<file path="src/rtl/dmem_arbiter_if.sv">
// -----------------------------------------------------------------------------
// dmem_arbiter_if
//   Bundles every bus signal of dmem_arbiter: the two requester ports and the
//   connection to the single-port dataMemory.
//   Modports:
//     slave  - the arbiter: takes requests and mem_RD, drives responses and
//              the memory address/data/write-enable.
//     master - the environment: both requesters plus the dataMemory.
//   Signals per requester n in {0,1}:
//     reqn, wen, addrn, wdatan   request and its payload (held until readyn)
//     readyn                     one-cycle accept pulse
//     rvalidn, rerrn, rdatan     one-cycle response; rdatan holds between responses
//   Memory side: mem_A, mem_WD, mem_WE (to dataMemory), mem_RD (from dataMemory).
// -----------------------------------------------------------------------------
interface dmem_arbiter_if #(
   parameter int DATA_W = 32,
   parameter int ADDR_W = 32
);
   logic              req0,    req1;
   logic              we0,     we1;
   logic [ADDR_W-1:0] addr0,   addr1;
   logic [DATA_W-1:0] wdata0,  wdata1;
   logic              ready0,  ready1;
   logic              rvalid0, rvalid1;
   logic              rerr0,   rerr1;
   logic [DATA_W-1:0] rdata0,  rdata1;

   logic [ADDR_W-1:0] mem_A;
   logic [DATA_W-1:0] mem_WD;
   logic              mem_WE;
   logic [DATA_W-1:0] mem_RD;

   modport slave (
      input  req0, req1, we0, we1, addr0, addr1, wdata0, wdata1, mem_RD,
      output ready0, ready1, rvalid0, rvalid1, rerr0, rerr1, rdata0, rdata1,
             mem_A, mem_WD, mem_WE
   );

   modport master (
      output req0, req1, we0, we1, addr0, addr1, wdata0, wdata1, mem_RD,
      input  ready0, ready1, rvalid0, rvalid1, rerr0, rerr1, rdata0, rdata1,
             mem_A, mem_WD, mem_WE
   );
endinterface

</file>
<file path="src/rtl/dmem_arbiter.sv">
// -----------------------------------------------------------------------------
// dmem_arbiter
//   Shares one single-port dataMemory between the core load/store unit (port 0)
//   and the debug/loader port (port 1). Round-robin arbitration; a granted
//   request is latched and performs exactly one memory access, then a one-cycle
//   response is returned to its owner. Misaligned or out-of-range accesses do
//   not touch memory and respond with rerr=1, rdata=0.
//   Every transaction walks IDLE -> ACCESS -> RESP -> IDLE (3 cycles).
// Ports:
//   clk    rising-edge clock
//   rst_n  asynchronous active-low reset
//   bus    dmem_arbiter_if.slave: requester ports 0/1 and the dataMemory side
// -----------------------------------------------------------------------------
module dmem_arbiter #(
   parameter int DATA_W    = 32,
   parameter int ADDR_W    = 32,
   parameter int MEM_BYTES = 1024
) (
   input  logic           clk,
   input  logic           rst_n,
   dmem_arbiter_if.slave  bus
);

   typedef enum logic [1:0] {
      IDLE   = 2'd0,
      ACCESS = 2'd1,
      RESP   = 2'd2
   } state_t;

   // Highest legal word address, compared unsigned at full address width.
   localparam logic [ADDR_W-1:0] LAST_WORD = ADDR_W'(MEM_BYTES - 4);

   state_t            state, state_nxt;
   logic              rr_ptr;      // port that wins the next tie
   logic              lat_port;    // owner of the transaction in flight
   logic              lat_we;
   logic [ADDR_W-1:0] lat_addr;
   logic [DATA_W-1:0] lat_wdata;
   logic              rerr_q;
   logic [DATA_W-1:0] rdata0_q, rdata1_q;

   logic              grant_vld;
   logic              grant_port;
   logic              legal;
   logic [DATA_W-1:0] rd_capture;

   // A lone requester wins outright; a tie goes to rr_ptr.
   assign grant_vld  = bus.req0 | bus.req1;
   assign grant_port = (bus.req0 & bus.req1) ? rr_ptr : bus.req1;

   assign legal      = (lat_addr[1:0] == 2'b00) && (lat_addr <= LAST_WORD);

   // Reads return memory data; writes and rejected accesses return zero.
   assign rd_capture = (lat_we || !legal) ? '0 : bus.mem_RD;

   assign bus.rdata0 = rdata0_q;
   assign bus.rdata1 = rdata1_q;

   // ---------------------------------------------------------------- state reg
   // NOTE: clocked state uses non-blocking assignments so every register
   // samples pre-edge values regardless of block ordering.
   always_ff @(posedge clk or negedge rst_n) begin
      if (!rst_n) state <= IDLE;
      else        state <= state_nxt;
   end

   // ------------------------------------------------- next state and outputs
   always_comb begin
      // NOTE: every output gets a default before the case so no path leaves
      // a signal unassigned, which would otherwise infer a latch.
      state_nxt   = state;
      bus.ready0  = 1'b0;
      bus.ready1  = 1'b0;
      bus.rvalid0 = 1'b0;
      bus.rvalid1 = 1'b0;
      bus.rerr0   = 1'b0;
      bus.rerr1   = 1'b0;
      bus.mem_A   = '0;
      bus.mem_WD  = '0;
      bus.mem_WE  = 1'b0;

      case (state)
         IDLE: begin
            if (grant_vld) begin
               bus.ready0 = ~grant_port;
               bus.ready1 =  grant_port;
               state_nxt  = ACCESS;
            end
         end

         ACCESS: begin
            bus.mem_A  = lat_addr;
            bus.mem_WD = lat_wdata;
            bus.mem_WE = lat_we & legal;
            state_nxt  = RESP;
         end

         RESP: begin
            bus.rvalid0 = ~lat_port;
            bus.rvalid1 =  lat_port;
            bus.rerr0   = ~lat_port & rerr_q;
            bus.rerr1   =  lat_port & rerr_q;
            state_nxt   = IDLE;
         end

         default: state_nxt = IDLE;
      endcase
   end

   // ------------------------------------------------------ latched transaction
   // NOTE: all datapath registers are reset so no output can show stale or
   // unknown data after reset, including the held rdata values.
   always_ff @(posedge clk or negedge rst_n) begin
      if (!rst_n) begin
         rr_ptr    <= 1'b0;
         lat_port  <= 1'b0;
         lat_we    <= 1'b0;
         lat_addr  <= '0;
         lat_wdata <= '0;
         rerr_q    <= 1'b0;
         rdata0_q  <= '0;
         rdata1_q  <= '0;
      end else begin
         if (state == IDLE && grant_vld) begin
            lat_port  <= grant_port;
            rr_ptr    <= ~grant_port;
            if (grant_port) begin
               lat_we    <= bus.we1;
               lat_addr  <= bus.addr1;
               lat_wdata <= bus.wdata1;
            end else begin
               lat_we    <= bus.we0;
               lat_addr  <= bus.addr0;
               lat_wdata <= bus.wdata0;
            end
         end

         // Only the owner's rdata changes; the other port keeps its last value.
         if (state == ACCESS) begin
            rerr_q <= ~legal;
            if (lat_port) rdata1_q <= rd_capture;
            else          rdata0_q <= rd_capture;
         end
      end
   end

endmodule

</file>
<file path="src/flat_wrapper.sv">
// flat-port wrapper written by rule: the top's interface ports become plain ports
module dmem_arbiter_flat 
#(
   parameter int DATA_W    = 32,
   parameter int ADDR_W    = 32,
   parameter int MEM_BYTES = 1024
)
  (clk, rst_n, bus_req0, bus_req1, bus_we0, bus_we1, bus_addr0, bus_addr1, bus_wdata0, bus_wdata1, bus_mem_RD, bus_ready0, bus_ready1, bus_rvalid0, bus_rvalid1, bus_rerr0, bus_rerr1, bus_rdata0, bus_rdata1, bus_mem_A, bus_mem_WD, bus_mem_WE);
  dmem_arbiter_if #(.DATA_W(DATA_W), .ADDR_W(ADDR_W)) bus_i ();
  input  logic clk;
  input  logic rst_n;
  input wire logic [$bits(bus_i.req0)-1:0] bus_req0;
  input wire logic [$bits(bus_i.req1)-1:0] bus_req1;
  input wire logic [$bits(bus_i.we0)-1:0] bus_we0;
  input wire logic [$bits(bus_i.we1)-1:0] bus_we1;
  input wire logic [$bits(bus_i.addr0)-1:0] bus_addr0;
  input wire logic [$bits(bus_i.addr1)-1:0] bus_addr1;
  input wire logic [$bits(bus_i.wdata0)-1:0] bus_wdata0;
  input wire logic [$bits(bus_i.wdata1)-1:0] bus_wdata1;
  input wire logic [$bits(bus_i.mem_RD)-1:0] bus_mem_RD;
  output wire logic [$bits(bus_i.ready0)-1:0] bus_ready0;
  output wire logic [$bits(bus_i.ready1)-1:0] bus_ready1;
  output wire logic [$bits(bus_i.rvalid0)-1:0] bus_rvalid0;
  output wire logic [$bits(bus_i.rvalid1)-1:0] bus_rvalid1;
  output wire logic [$bits(bus_i.rerr0)-1:0] bus_rerr0;
  output wire logic [$bits(bus_i.rerr1)-1:0] bus_rerr1;
  output wire logic [$bits(bus_i.rdata0)-1:0] bus_rdata0;
  output wire logic [$bits(bus_i.rdata1)-1:0] bus_rdata1;
  output wire logic [$bits(bus_i.mem_A)-1:0] bus_mem_A;
  output wire logic [$bits(bus_i.mem_WD)-1:0] bus_mem_WD;
  output wire logic [$bits(bus_i.mem_WE)-1:0] bus_mem_WE;
  assign bus_i.req0 = bus_req0;
  assign bus_i.req1 = bus_req1;
  assign bus_i.we0 = bus_we0;
  assign bus_i.we1 = bus_we1;
  assign bus_i.addr0 = bus_addr0;
  assign bus_i.addr1 = bus_addr1;
  assign bus_i.wdata0 = bus_wdata0;
  assign bus_i.wdata1 = bus_wdata1;
  assign bus_i.mem_RD = bus_mem_RD;
  assign bus_ready0 = bus_i.ready0;
  assign bus_ready1 = bus_i.ready1;
  assign bus_rvalid0 = bus_i.rvalid0;
  assign bus_rvalid1 = bus_i.rvalid1;
  assign bus_rerr0 = bus_i.rerr0;
  assign bus_rerr1 = bus_i.rerr1;
  assign bus_rdata0 = bus_i.rdata0;
  assign bus_rdata1 = bus_i.rdata1;
  assign bus_mem_A = bus_i.mem_A;
  assign bus_mem_WD = bus_i.mem_WD;
  assign bus_mem_WE = bus_i.mem_WE;
  dmem_arbiter #(.DATA_W(DATA_W), .ADDR_W(ADDR_W), .MEM_BYTES(MEM_BYTES)) u_core (.clk(clk), .rst_n(rst_n), .bus(bus_i));
endmodule
</file>
<file path="config.mk">
export PLATFORM = sky130hd
export DESIGN_NAME = dmem_arbiter_flat
export DESIGN_NICKNAME = d
export VERILOG_FILES = /design/src/rtl/dmem_arbiter_if.sv /design/src/rtl/dmem_arbiter.sv /design/src/flat_wrapper.sv
export SDC_FILE = /design/constraint.sdc
export NUM_CORES = 1
export LEC_CHECK = 0
export BUFFER_PORTS_ARGS = -buffer_cell sky130_fd_sc_hd__buf_2
export CORE_MARGIN = 2
export CORE_UTILIZATION = 48
export DETAILED_ROUTE_END_ITERATION = 10
export GPL_TIMING_DRIVEN = 0
export PLACE_DENSITY = 0.76
export SLEW_MARGIN = 20
export SYNTH_ARGS = -nofsm -noshare
export SYNTH_HDL_FRONTEND = slang
export SYNTH_SLANG_ARGS = --single-unit
</file>
<file path="constraint.sdc">
create_clock -name clk -period 2.05 [get_ports clk]
set_input_delay 0.5125 -clock clk [delete_from_list [all_inputs] [get_ports clk]]
set_output_delay 0.5125 -clock clk [all_outputs]
set_load 0.02 [all_outputs]
</file>
==> results of run 1 <==
-- path summary, 6_finish.rpt --
kind                                                     end  cells after the start                        startpoint
setup reg to reg             u_core.lat_addr[18]$_DFFE_PN0P_                      5       u_core.state[1]$_DFFE_PN0P_
setup / recovery                                  bus_mem_WE                      5   u_core.lat_addr[10]$_DFFE_PN0P_
hold reg to reg             u_core.bus.rdata1[5]$_DFFE_PN0P_                      2  u_core.bus.rdata1[5]$_DFFE_PN0P_
max in group asynchronous        u_core.state[1]$_DFFE_PN0P_                      3                             rst_n
min in group asynchronous  u_core.bus.rdata1[18]$_DFFE_PN0P_                      2                             rst_n
hold / removal               u_core.lat_wdata[3]$_DFFE_PN0P_                      2                     bus_wdata0[3]
-- metrics by stage --
step	setup WS, ps	power, mW	hold WS [ps]
2_1_floorplan	127	7.47	217
3_3_place_gp	-1430	9.16	455
3_5_place_dp	-348	9.25	421
4_1_cts	-287	13.9	311
5_1_grt	-406	15.0	315
6_report	-264	14.3	321
-- layer usage --
metal / wire [µm] / up-vias
met5: 13 / -
li1: - / 3055
met1: 9470 / 3320
met2: 11800 / 341
met4: 694 / 2
met3: 1880 / 54
-- cell type report --
| class | count | share of cell area (%) |
|---|---|---|
| diodes | 2 | 0.0475 |
| plain buffers | 68 | 4.73 |
| clock buffers | 24 | 4.67 |
| clock inverters | 8 | 0.463 |
| inverters | 3 | 0.107 |
| multi-input cells | 413 | 33.7 |
| flip-flops and latches | 134 | 31.9 |
| well taps | 184 | 2.19 |
| repair buffers | 338 | 22.2 |
-- repair_timing --
item                                    in CTS  in global routing
pin swaps                                   54                  9
setup buffers                               21                 12
gates cloned                                 6                  0
endpoints found under the setup margin      71                130
hold buffers                                 1                  0
resized for setup                          248                 36
hold endpoints to repair                    42                  0
-- sequential cells by signal, indices dropped and copies added (netlist names) --
signal / count
u_core.bus.rdata0: 32
u_core.rerr_q: 1
u_core.rr_ptr: 1
u_core.lat_we: 1
u_core.state: 2
u_core.lat_wdata: 32
u_core.bus.rdata1: 32
u_core.lat_port: 1
u_core.lat_addr: 32
-- placed cells by master (no fill, tap or decap), drive strengths merged --
cell type,synthesis,layout
a2111oi,1,1
a21boi,50,50
a21o,2,2
a21oi,15,15
a221o,50,50
a31oi,15,15
and2,65,65
and3,1,1
buf,33,374
clkbuf,38,55
clkinv,0,6
clkinvlp,0,2
dfrtp,134,134
diode,0,2
dlygate4sd3,0,1
inv,3,3
nand2,68,68
nand2b,32,32
nand3,1,1
nand3b,1,1
nand4,1,1
nor2,2,2
nor2b,4,4
nor3,1,1
nor4,7,7
o211ai,15,15
o21ai,15,15
o22a,1,1
o41ai,64,64
or2,1,1
or3b,1,1
-- power by group --
group	total [mW]	switching (mW)	internal, mW
sequential	3.99	0.604	3.39
clock	2.79	1.13	1.66
combinational	7.52	3.80	3.73
total	14.3	5.53	8.78
-- kinds of logic (layout without fill, tap and decap cells) --
group | count (synthesis) | count (layout)
AND/OR/NAND/NOR | 185 | 185
buffers and inverters | 74 | 441
other | 0 | 2
AO/OA/AOI/OAI | 228 | 228
flip-flops | 134 | 134
==> run metrics, run 1 <==
status=complete, but fails checks; failing checks=negative setup slack; M2 GR Usage=48.5%; LEAKAGE=5.27 nW; H-tree levels=4; Max Buffers Root-to-Sink=2; DR iter-0 viols=409; Mapped Cells=621; critical path cell sequence=nor4_2, nand4_1, buf_6, nor3_4, buf_6; area occupied by multi-input gates=3550 µm²; final worst-path cycle share=113%; maximum clock rate=0.432 GHz; clock sink count=134; setup ws final=-264 ps; area of the die=15,700 µm²; Max-Cap Viols=0; global-route wire length before repair=37,000 µm; Critical Path End Type=output pin; Mapped Avg Cell Area=11.4 µm²; via count=6,772; ys async rst share=100%; Max stage delay on crit path=400 ps; most used cell, CP=buf_6; die width=125 µm; TritonCTS clock tree=built; Worst Clk Skew=9.94 ps; Unique masters post-synth=35; FP Rows=44; M3 GR Usage=6.59%; count leader, synth=dfrtp_1; Root Driver=clkbuf_16; Vias/cell=5.77; Final Util=72.7%; drt pass-1 iters=4; Yosys top cell area share=47.5%; commonest cells in the netlist=134 x dfrtp_1, 68 x nand2_1, 65 x and2_1, 61 x o41ai_2; area leader, netlist=dfrtp_1; Crit Path Category=register to output pin; final cell count without fillers=1,174; Post-DP Area=8830 µm²; worst min-delay path class=input pin to register; post-synthesis mux area share=0%; Post-Synth XOR/XNOR Area=0%; Startpoint Class=register; clock latency on the worst-skew pair=420 ps; Fill cells=1,039; post-synthesis register bit count=134; Adder-Cell Fraction of Synth Area=0%; FF+latch area=3360 µm²; Placed Cells=1,105; wire length per cell=20.3 µm; final-report max-slew violation count=0; WP data arrival=1800 ps; Final Cell Area=10,500 µm²; GRT met1 Usage=39.5%; syn nets=787; layout cells sized above 1=56.2%; vias in the first global route=6,719; height of the die=125 µm; unrepaired setup endpoints after global routing=true; clk slew on worst S/H paths=60 ps; Port-buffer cells=299; r2r setup slk=100 ps; synth top area cells=dfrtp_1 47%, o41ai_2 14%, a221o_1 7.1%; max_slew headroom=52.4%; RePlAce Congestion=0.853; Buf/Inv on CP=2; Worst path slowest cell=dfrtp_1; Detail Route Antenna Nets=0; CTS Buf Count=17; Final setup viols=66; Post-synth EDFFs=0; Tmin final=2310 ps; Crit path max-delay family=simple AND/OR/NAND/NOR gates; gr ovfl total=0; largest net degree at the start of global routing=93; Mapped Area=7060 µm²; hpwl dp=16,600 µm; Req. time, crit path=1540 ps; final routed DRC violation total=0; total number of yosys warnings=0; most used routing layer=met2; Worst-Margin Slew=715 ps; Worst VDD drop=0.784 mV; synthesis-to-finish area growth=49.1%; largest family of logic cells by synthesized area=compound AO/OA/AOI/OAI gates; register area share after synthesis=47.5%; Starting Density=48.8%; post-synthesis compound-gate area fraction=32.6%; initial antenna violation count=2; Final TNS setup=-4680 ps; Final nets=1,141; Total GRT Usage=29.9%; Placeable Area=14,500 µm²; P per Cell Area=1360 nW/µm²; CP Max Fanout=2; I/O pin count=301; hold violation count in the final report=0; simple-gate share of the synthesized area=14.4%; Synth Flop Type=dfrtp_1; DRT Wirelength=23,800 µm
Power figures use the tool's default switching activity.
==> run 2, diff against run 1 <==
--- a/config.mk
+++ b/config.mk
@@ -11,6 +11,7 @@
 export DETAILED_ROUTE_END_ITERATION = 10
 export GPL_TIMING_DRIVEN = 0
 export PLACE_DENSITY = 0.76
+export RECOVER_POWER = 100
 export SLEW_MARGIN = 20
 export SYNTH_ARGS = -nofsm -noshare
 export SYNTH_HDL_FRONTEND = slang
==> run 2 against run 1 <==
  * Via count shrank 0.43%
  * Die area unchanged
  * Design area is 0.86% lower
  * Total power down 0.12%
  * Sequential cell count did not move
  * Clock skew about the same
  * Largest cell class unchanged
  * Cell count unchanged
  * Critical path depth unchanged
  * Critical endpoint unchanged
  * The flow still finishes with violations (negative setup slack)
  * Wire length increased by 0.39%
  * Count of clock-buffer cells in the layout unchanged
  * Worst setup slack worse by 4.1 ps
==> run metrics, run 2 (synthesized netlist as in run 1, its figures left out) <==
status=complete, but fails checks; failing checks=negative setup slack; Worst-Margin Slew=1160 ps; CTS Buf Count=17; critical path cell sequence=nor4_2, nand4_1, buf_6, nor3_4, buf_6; Final setup viols=66; Critical Path End Type=output pin; Comb pwr share=52.5%; Psw=5.53 mW; drt pass-1 iters=4; via count=6,743; Tmin final=2320 ps; initial antenna violation count=2; Max-Cap Viols=0; Startpoint Class=register; TritonCTS clock tree=built; clock sink count=134; clock latency on the worst-skew pair=420 ps; Port-buffer cells=299; DR iter-0 viols=358; I/O pin count=301; H-tree levels=4; hold violation count in the final report=0; Reg power frac=27.9%; Req. time, crit path=1540 ps; Max Buffers Root-to-Sink=2; Final Cell Area=10,400 µm²; final cell count without fillers=1,174; LEAKAGE=4.98 nW; die width=125 µm; Worst VDD drop=0.782 mV; clock share of power=19.5%; gr ovfl total=0; Buf/Inv on CP=2; wire length per cell=20.4 µm; Int Pwr=8.76 mW; layout cells sized above 1=49.7%; Crit Path Category=register to output pin; WP data arrival=1810 ps; Worst path slowest cell=dfrtp_1; global-route wire length before repair=37,000 µm; Placeable Area=14,500 µm²; synthesis-to-finish area growth=47.8%; area of the die=15,700 µm²; maximum clock rate=0.431 GHz; FP Rows=44; Detail Route Antenna Nets=0; vias in the first global route=6,719; clk slew on worst S/H paths=60 ps; commonest non-fill, non-tap cell in the layout=buf_2; Root Driver=clkbuf_16; Final nets=1,141; Crit path max-delay family=simple AND/OR/NAND/NOR gates; DRT Wirelength=23,900 µm; setup ws final=-268 ps; switch share=38.7%; final routed DRC violation total=0; RePlAce Congestion=0.853; Post-DP Area=8830 µm²; final-report max-slew violation count=0; Worst Clk Skew=10.1 ps; worst min-delay path class=input pin to register; Starting Density=48.8%; CP Max Fanout=2; final worst-path cycle share=113%; Vias/cell=5.74; Fill cells=1,080; largest net degree at the start of global routing=93; Max stage delay on crit path=400 ps; hpwl dp=16,600 µm; P per Cell Area=1370 nW/µm²; unrepaired setup endpoints after global routing=true; most frequent cells in the layout=178 x buf_2, 132 x dfrtp_1, 89 x clkbuf_1, 82 x buf_6, 67 x nand2_1; height of the die=125 µm; most used cell, CP=buf_6; Total GRT Usage=29.9%; max_slew headroom=22.5%; Placed Cells=1,105
==> run 2: layout make-up <==
class / instances / area (µm²) / share of cell area [%]
multi-input cells: 413 / 3550 / 34.0
flip-flops and latches: 134 / 3360 / 32.1
repair buffers: 338 / 2250 / 21.6
plain buffers: 68 / 498 / 4.77
clock buffers: 24 / 492 / 4.71
well taps: 184 / 230 / 2.20
clock inverters: 8 / 48.8 / 0.467
inverters: 3 / 11.3 / 0.108
diodes: 2 / 5.00 / 0.0479
==> run 2: through the flow <==
stage          power, mW  hold WS (ps)  setup slack (ps)  setup TNS (ps)  util (%)
3_3_place_gp        9.16           455             -1430         -200110      60.8
3_5_place_dp        9.25           421              -348           -8480      61.0
4_1_cts             13.9           311              -287           -6310      71.7
5_1_grt             15.0           315              -406          -15480      72.1
6_report            14.3           323              -268           -4720      72.1
2_1_floorplan       7.47           217               127               0         -
==> run 2: final timing paths <==
kind | end | cells after the start | slack, ps | start
max | bus_mem_WE | 5 | -270 | u_core.lat_addr[10]$_DFFE_PN0P_
min | u_core.lat_wdata[3]$_DFFE_PN0P_ | 2 | 320 | bus_wdata0[3]
max reg2reg | u_core.lat_wdata[1]$_DFFE_PN0P_ | 8 | 100 | u_core.state[0]$_DFFE_PN0P_
min reg2reg | u_core.bus.rdata1[2]$_DFFE_PN0P_ | 2 | 480 | u_core.bus.rdata1[2]$_DFFE_PN0P_
max in group asynchronous | u_core.state[1]$_DFFE_PN0P_ | 3 | 140 | rst_n
min in group asynchronous | u_core.lat_addr[20]$_DFFE_PN0P_ | 2 | 870 | rst_n
==> run 2: per-layer routing <==
metal  vias to the layer above  wire length, µm  GRT usage, %
met5                         -               13             0
met4                         2              719          11.2
met3                        56             1710          6.59
met2                       325            11700          48.5
met1                      3310             9740          39.5
li1                       3050                -             -
==> run 2: repair_timing <==
item / 4_1_cts / 5_1_grt
buffers inserted: 21 / 12
pin swaps: 54 / 9
gates resized for setup: 248 / 36
cloned: 6 / 0
hold buffers: 1 / 0
hold endpoints to repair: 42 / 0
endpoints found under the setup margin: 71 / 130
==> run 2: power groups by stage <==
| stage | clock, mW | sequential, mW | combinational (mW) |
|---|---|---|---|
| final | 2.79 | 3.99 | 7.51 |
| after detailed placement | 0 | 3.87 | 5.38 |
| after floorplan | 0 | 3.79 | 3.68 |
| after global routing | 2.94 | 4.08 | 8.00 |
| after CTS | 2.81 | 3.92 | 7.22 |
| after global placement | 0 | 3.86 | 5.30 |
